## src/rtl/connection_block_cfg.sv

```systemverilog
// connection_block_cfg
//   Routing connection block between two CLBs and the surrounding single,
//   double and global tracks, with a beat-serial configuration chain.
//
//   Configuration path: cfg_din beats shift into a shadow register.
//   Once NBEATS beats are held (cfg_ready), cfg_commit copies the shadow
//   into the active configuration. A commit before that, or a commit in
//   the same cycle as a shift, sets the sticky cfg_err flag.
//
//   Ports
//     clk, rst                 clock, asynchronous active-high reset
//     cset                     1 = active configuration drives routing
//     single0/1_in, _out       single tracks (WS per direction)
//     double0/1_in, _out       double tracks (WD per direction)
//     global_in                global lines (WG)
//     clb0/1_output            CLB outputs feeding the block
//     clb0/1_cout, clb0/1_cin  carry chain between the two CLBs
//     clb0/1_input             routed CLB inputs
//     cfg_shift, cfg_din       configuration beat strobe and data
//     cfg_commit               shadow -> active copy request
//     cfg_dout                 chain output (shadow LSBs)
//     cfg_ready, cfg_err       full shadow / sticky protocol error
module connection_block_cfg #(
    parameter int WS         = 8,
    parameter int WD         = 8,
    parameter int WG         = 4,
    parameter int CLBIN0     = 4,
    parameter int CLBIN1     = 4,
    parameter int CLBOUT0    = 2,
    parameter int CLBOUT1    = 2,
    parameter int CLBOS      = 2,
    parameter int CLBOD      = 2,
    parameter int CLBOS_BIAS = 1,
    parameter int CLBOD_BIAS = 0,
    parameter int CFG_W      = 8
) (
    input  logic               clk,
    input  logic               rst,
    input  logic               cset,
    input  logic [WS-1:0]      single0_in,
    input  logic [WS-1:0]      single1_in,
    output logic [WS-1:0]      single0_out,
    output logic [WS-1:0]      single1_out,
    input  logic [WD-1:0]      double0_in,
    input  logic [WD-1:0]      double1_in,
    output logic [WD-1:0]      double0_out,
    output logic [WD-1:0]      double1_out,
    input  logic [WG-1:0]      global_in,
    input  logic [CLBOUT0-1:0] clb0_output,
    input  logic [CLBOUT1-1:0] clb1_output,
    input  logic               clb0_cout,
    input  logic               clb1_cout,
    output logic               clb0_cin,
    output logic               clb1_cin,
    output logic [CLBIN0-1:0]  clb0_input,
    output logic [CLBIN1-1:0]  clb1_input,
    input  logic               cfg_shift,
    input  logic [CFG_W-1:0]   cfg_din,
    input  logic               cfg_commit,
    output logic [CFG_W-1:0]   cfg_dout,
    output logic               cfg_ready,
    output logic               cfg_err
);

    localparam int NIN0   = 2 * (WS + WD) + WG + CLBOUT1;
    localparam int NIN1   = 2 * (WS + WD) + WG + CLBOUT0;
    localparam int SI0    = $clog2(NIN0);
    localparam int SI1    = $clog2(NIN1);
    localparam int NOUT   = CLBOUT0 + CLBOUT1;
    localparam int SO     = $clog2(NOUT + 1);
    localparam int CB     = SI0 * CLBIN0 + SI1 * CLBIN1
                          + 2 * SO * (CLBOS + CLBOD) + 2 * (CLBOS + CLBOD);
    localparam int NBEATS = (CB + CFG_W - 1) / CFG_W;
    localparam int SHW    = NBEATS * CFG_W;
    localparam int CNT_W  = $clog2(NBEATS + 1);

    // Field offsets inside the active configuration word, LSB first
    localparam int OFF_C1 = SI0 * CLBIN0;
    localparam int OFF_S1 = OFF_C1 + SI1 * CLBIN1;
    localparam int OFF_S0 = OFF_S1 + SO * CLBOS;
    localparam int OFF_D1 = OFF_S0 + SO * CLBOS;
    localparam int OFF_D0 = OFF_D1 + SO * CLBOD;
    localparam int EN_S1  = OFF_D0 + SO * CLBOD;
    localparam int EN_S0  = EN_S1 + CLBOS;
    localparam int EN_D1  = EN_S0 + CLBOS;
    localparam int EN_D0  = EN_D1 + CLBOD;

    // Beat counter states: anything strictly between is LOADING
    localparam logic [CNT_W-1:0] ST_EMPTY = '0;
    localparam logic [CNT_W-1:0] ST_FULL  = CNT_W'(NBEATS);

    logic [SHW-1:0]   shadow_q, shadow_d;
    logic [CB-1:0]    active_q, active_d;
    logic [CNT_W-1:0] cnt_q, cnt_d;
    logic             err_q, err_d;

    // ---------------- configuration chain ----------------
    always_comb begin
        shadow_d = shadow_q;
        active_d = active_q;
        cnt_d    = cnt_q;
        err_d    = err_q;
        if (cfg_commit) begin
            if (cnt_q == ST_FULL) begin
                active_d = shadow_q[CB-1:0];
                cnt_d    = ST_EMPTY;
            end else begin
                err_d = 1'b1;
            end
            // A simultaneous shift beat is dropped and flagged
            if (cfg_shift) begin
                err_d = 1'b1;
            end
        end else if (cfg_shift) begin
            shadow_d = {cfg_din, shadow_q[SHW-1:CFG_W]};
            if (cnt_q != ST_FULL) begin
                cnt_d = cnt_q + CNT_W'(1);
            end
        end
    end

    always_ff @(posedge clk or posedge rst) begin
        if (rst) begin
            shadow_q <= '0;
            active_q <= '0;
            cnt_q    <= ST_EMPTY;
            err_q    <= 1'b0;
        end else begin
            shadow_q <= shadow_d;
            active_q <= active_d;
            cnt_q    <= cnt_d;
            err_q    <= err_d;
        end
    end

    assign cfg_dout  = shadow_q[CFG_W-1:0];
    assign cfg_ready = (cnt_q == ST_FULL);
    assign cfg_err   = err_q;

    // ---------------- carry ----------------
    assign clb0_cin = clb1_cout;
    assign clb1_cin = clb0_cout;

    // ---------------- CLB input muxes ----------------
    logic [NIN0-1:0] cand0;
    logic [NIN1-1:0] cand1;
    assign cand0 = {clb1_output, global_in, double1_in, double0_in, single1_in, single0_in};
    assign cand1 = {clb0_output, global_in, double1_in, double0_in, single1_in, single0_in};

    generate
        for (genvar gi = 0; gi < CLBIN0; gi++) begin : g_c0in
            logic [SI0-1:0] sel;
            assign sel            = active_q[gi*SI0 +: SI0];
            assign clb0_input[gi] = cset & (int'(sel) < NIN0) & cand0[sel];
        end
        for (genvar gi = 0; gi < CLBIN1; gi++) begin : g_c1in
            logic [SI1-1:0] sel;
            assign sel            = active_q[OFF_C1 + gi*SI1 +: SI1];
            assign clb1_input[gi] = cset & (int'(sel) < NIN1) & cand1[sel];
        end
    endgenerate

    // ---------------- track drivers ----------------
    // Select 0 keeps the track straight-through; 1..NOUT picks a CLB output.
    function automatic logic out_mux(input logic [SO-1:0] sel, input logic thru,
                                     input logic [NOUT-1:0] src);
        logic r;
        int   s;
        s = int'(sel);
        if (s == 0)         r = thru;
        else if (s <= NOUT) r = src[s-1];
        else                r = 1'b0;
        return r;
    endfunction

    logic [NOUT-1:0]  clb_cat;
    logic [CLBOS-1:0] s1_d, s0_d, s1_q, s0_q, s1_val, s0_val;
    logic [CLBOD-1:0] d1_d, d0_d, d1_q, d0_q, d1_val, d0_val;
    assign clb_cat = {clb1_output, clb0_output};

    generate
        for (genvar gi = 0; gi < CLBOS; gi++) begin : g_single
            localparam int K = (gi + CLBOS_BIAS * CLBOS) % WS;
            assign s1_d[gi]   = out_mux(active_q[OFF_S1 + gi*SO +: SO], single0_in[K], clb_cat);
            assign s0_d[gi]   = out_mux(active_q[OFF_S0 + gi*SO +: SO], single1_in[K], clb_cat);
            assign s1_val[gi] = active_q[EN_S1 + gi] ? s1_q[gi] : s1_d[gi];
            assign s0_val[gi] = active_q[EN_S0 + gi] ? s0_q[gi] : s0_d[gi];
        end
        for (genvar gi = 0; gi < CLBOD; gi++) begin : g_double
            localparam int K = (gi + CLBOD_BIAS * CLBOD) % (WD / 2);
            assign d1_d[gi]   = out_mux(active_q[OFF_D1 + gi*SO +: SO], double0_in[K], clb_cat);
            assign d0_d[gi]   = out_mux(active_q[OFF_D0 + gi*SO +: SO], double1_in[K], clb_cat);
            assign d1_val[gi] = active_q[EN_D1 + gi] ? d1_q[gi] : d1_d[gi];
            assign d0_val[gi] = active_q[EN_D0 + gi] ? d0_q[gi] : d0_d[gi];
        end
    endgenerate

    // Track flops run every cycle; the enable bit only chooses which copy is seen
    always_ff @(posedge clk or posedge rst) begin
        if (rst) begin
            s1_q <= '0;
            s0_q <= '0;
            d1_q <= '0;
            d0_q <= '0;
        end else begin
            s1_q <= s1_d;
            s0_q <= s0_d;
            d1_q <= d1_d;
            d0_q <= d0_d;
        end
    end

    // Straight-through everywhere, then overlay driven tracks when configured
    always_comb begin
        single1_out = single0_in;
        single0_out = single1_in;
        double1_out = double0_in;
        double0_out = double1_in;
        if (cset) begin
            for (int i = 0; i < CLBOS; i++) begin
                single1_out[(i + CLBOS_BIAS * CLBOS) % WS] = s1_val[i];
                single0_out[(i + CLBOS_BIAS * CLBOS) % WS] = s0_val[i];
            end
            for (int i = 0; i < CLBOD; i++) begin
                double1_out[(i + CLBOD_BIAS * CLBOD) % (WD / 2)] = d1_val[i];
                double0_out[(i + CLBOD_BIAS * CLBOD) % (WD / 2)] = d0_val[i];
            end
        end
    end

endmodule

```

## config.mk

```make
export PLATFORM = sky130hd
export DESIGN_NAME = connection_block_cfg
export DESIGN_NICKNAME = d
export VERILOG_FILES = /design/src/rtl/connection_block_cfg.sv
export SDC_FILE = /design/constraint.sdc
export NUM_CORES = 1
export LEC_CHECK = 0
export ABC_AREA = 1
export CAP_MARGIN = 0
export CORE_MARGIN = 4
export CORE_UTILIZATION = 40
export DETAILED_ROUTE_END_ITERATION = 6
export GPL_TIMING_DRIVEN = 0
export SYNTH_ARGS = -nofsm -noshare
export SYNTH_HDL_FRONTEND = slang
export SYNTH_SLANG_ARGS = --single-unit
export TNS_END_PERCENT = 1
```

## constraint.sdc

```tcl
create_clock -name clk -period 16.8 [get_ports clk]
set_clock_uncertainty 0.2 [all_clocks]
set_input_delay 2.52 -clock clk [delete_from_list [all_inputs] [get_ports clk]]
set_output_delay 2.52 -clock clk [all_outputs]
set_load 0.01 [all_outputs]
```

==> reports/metrics.yaml, run 1 <==
finish:
  area_delta_synth_final_pct: 20.2
  nFillCells: 2606
  finalInstanceArea_mm2: 0.0125
  n_antenna_cell: 0
  drive_gt1_share_pct: 8.08
  nets: 1674
timing:
  timing_hold_violations_final: 0
  rsz0062_at_grt: "false"
  tns_ns: 0
  max_slew_margin_pct: 46.8
  setup_violations: 0
  tightest_slew_ns: 0.798
  period_needed_ns: 7.88
  fmax_mhz: 127
  hold_ws_ns: 0.277
  slew_viol_final: 0
  fin_crit_sh_pct: 46.9
cts:
  cts_sinks: 173
  cts_resized: 0
  clockBufferDepth: 2
  clock_latency_ns: 0.45
  cts_tree: "done"
  cts_setup_buffers: 0
  cts_max_level: 4
  cts_root_buf: "clkbuf_16"
  holdBufCountCts: 0
  path_clk_slew_ns: 0.07
  numCtsBuffers: 17
global_route:
  antenna_found_initial: 0
  track_usage_pct: 26.7
  globalRouteOverflowTotal: 0
  grt_pass1_vias: 9775
  grt_pass1_wl_um: 58900
  grt_max_degree: 121
routing:
  wl_per_cell_um: 19.7
  drt_iter0_markers: 996
  drtAntennaViolNets: 0
  num_vias: 10500
  dr.pass1.iters: 5
  wl_um: 38400
  drc_errors: 0
  via_per_inst: 5.40
power_and_ir_drop:
  p_switching_w: 0.000357
  sequentialPowerShare_pct: 43.4
  total_power_w: 0.00117
  p_sw_share_pct: 30.4
  pwr-share-comb_pct: 17.6
  cellLeakagePower_nw: 6.01
  intPower_w: 0.000817
  power.density_mw_per_mm2: 94.0
  clkPwrFrac_pct: 39.0
  peakVddDrop_v: 0.0000759
synth:
  syn_inst: 1490
  ys_types: 29
  synth-async-reset-ratio_pct: 100
  synth_area_leader_cell: "dfrtp_1"
  syn-cell-area_mm2: 0.0104
  yosysWarningCount: 0
  synth_area_leaders: "dfrtp_1, nand2_1, o21ai_0"
  yosys.area.top_type_share_pct: 41.7
  synth.avg_cell_area_um2: 6.98
  ys_ff_latch: 173
  synth.yosys.seq_area_share_pct: 41.7
  synthesis.nets: 1556
  ys.flop_type: "dfrtp_1"
  synth_edf_count: 0
hold_path:
  hold_path.class: "reg2reg"
floorplanning:
  coreArea_mm2: 0.0254
  dieArea_mm2: 0.0286
  rows: 58
  ios: 107
  dieWidth_um: 169
  initial_core_util_pct: 40.9
  die_h_um: 169
placed_design:
  io_buffers: 98
  detailed_place_hpwl_um: 27900
  place_area_mm2: 0.0118
  place_congestion: 0.981
worst_setup_path:
  crit_required_ns: 14.08
  setup.worst_path.end_class: "primary output"
  critPathMaxFanout: 7
  worst_setup_path_start_kind: "input port"
  critPathArrivalTime_ns: 5.16
  worst-setup-path-type: "in2out"
job:
  drv_cap: 0
outcome:
  status: "complete, no violations"
[flip-flops by register name, summed over array words and instances, names as in the netlist]
| signal | cells |
|---|---|
| s0_q | 2 |
| s1_q | 2 |
| cnt_q | 4 |
| cfg_err | 1 |
| shadow_q | 80 |
| active_q | 80 |
| d1_q | 2 |
| d0_q | 2 |
[synthesized netlist by cell type, drive strengths merged, types with 3 or more instances]
cell      n
a21oi   135
buf      73
clkbuf   37
dfrtp   173
ha       11
inv     125
mux2      3
nand2   479
nand3    91
nand3b    5
nor2     81
o211ai   16
o21ai   234
o22ai     9
or2       7
xnor2     8
[layout make-up]
cell class | count | area [um^2] | share of cell area [%]
inverters | 125 | 479 | 3.84
clock buffers | 19 | 443 | 3.55
plain buffers | 110 | 659 | 5.28
clock inverters | 13 | 223 | 1.78
repair buffers | 99 | 1010 | 8.08
well taps | 330 | 413 | 3.31
flip-flops and latches | 173 | 4330 | 34.7
multi-input cells | 1082 | 4930 | 39.5
[per-stage QoR]
| step | setup WS [ns] | utilization (%) | cells |
|---|---|---|---|
| floorplan | 9.39 | - | 1490 |
| global placement | 6.84 | 46.4 | 1918 |
| detailed placement | 9.00 | 46.5 | 1919 |
| CTS | 8.99 | 49.2 | 1951 |
| global route | 8.85 | 49.2 | 1951 |
| finish | 8.92 | 49.2 | 1951 |
[power groups by stage]
stage,Combinational [W],Sequential (W),Clock [W]
6_report,0.000207,0.000509,0.000458
5_1_grt,0.000231,0.000515,0.000482
4_1_cts,0.000206,0.000509,0.000461
3_5_place_dp,0.000205,0.000516,0
3_3_place_gp,0.000201,0.000516,0
2_1_floorplan,0.000127,0.000495,0
[critical path, cell delays in order]
cell and delay [ns]:
clkdlybuf4s50_1 0.87, inv_1 0.30, a21oi_1 0.18, o21ai_0 0.13, nand3_1 0.11, nand3_1 0.07
nand2_1 0.08, nand2_1 0.05, a21oi_1 0.24, clkdlybuf4s50_1 0.60
[final timing paths]
path                               start  slack, ns            end  cells after the start
max in group asynchronous            rst      13.15   active_q[45]                      3
min reg2reg                      cfg_err       0.28        cfg_err                      1
max reg2reg                     cnt_q[0]      14.03    active_q[0]                     10
max                        double0_in[1]       8.92  clb1_input[1]                     10
min                              cfg_err       0.28        cfg_err                      1
min in group asynchronous            rst       2.28   active_q[75]                      2
[cell usage in the layout, fill, tap and decap left out, drive strengths merged, types with 8 or more instances in the layout]
master,Yosys,final
clkbuf,37,56
o21ai,234,234
nor2,81,81
ha,11,11
nand2,479,479
a21oi,135,135
dfrtp,173,173
o22ai,9,9
nand3,91,91
xnor2,8,8
inv,125,131
clkdlybuf4s50,0,98
o211ai,16,16
buf,73,74
[layer usage]
metal	GRT usage (%)	routed length, um
met3	3.38	2900
met2	40.4	16800
met5	0	0
met4	6.48	919
met1	40.9	17900
[logic make-up (layout without fill, tap and decap cells)]
kind of cell	Yosys count	count (layout)	synth area share, %
compound gates	395	395	19.6
xor+xnor	9	9	0.758
fa+ha+maj	11	11	1.32
buf+inv	235	366	10.9
flops	173	173	41.7
mux	3	3	0.325
simple gates	664	664	25.5
Note: power is estimated with default switching activity, not from simulation.
==> inputs of run 2 (changes only) <==
- clock period: 16.8 -> 7.63 ns (I/O delays scaled with it)
==> results of run 2 <==
Same layout as run 1 (identical final DEF). Status: complete, no violations.
Main changes from that run: setup slack after placement 9.00 ns -> 2.58 ns; setup slack after layout 8.92 ns -> 2.50 ns; register-to-register setup slack 14.03 ns -> 4.86 ns; total power 0.00117 W -> 0.00259 W; worst IR drop on VDD 0.0000759 V -> 0.000167 V
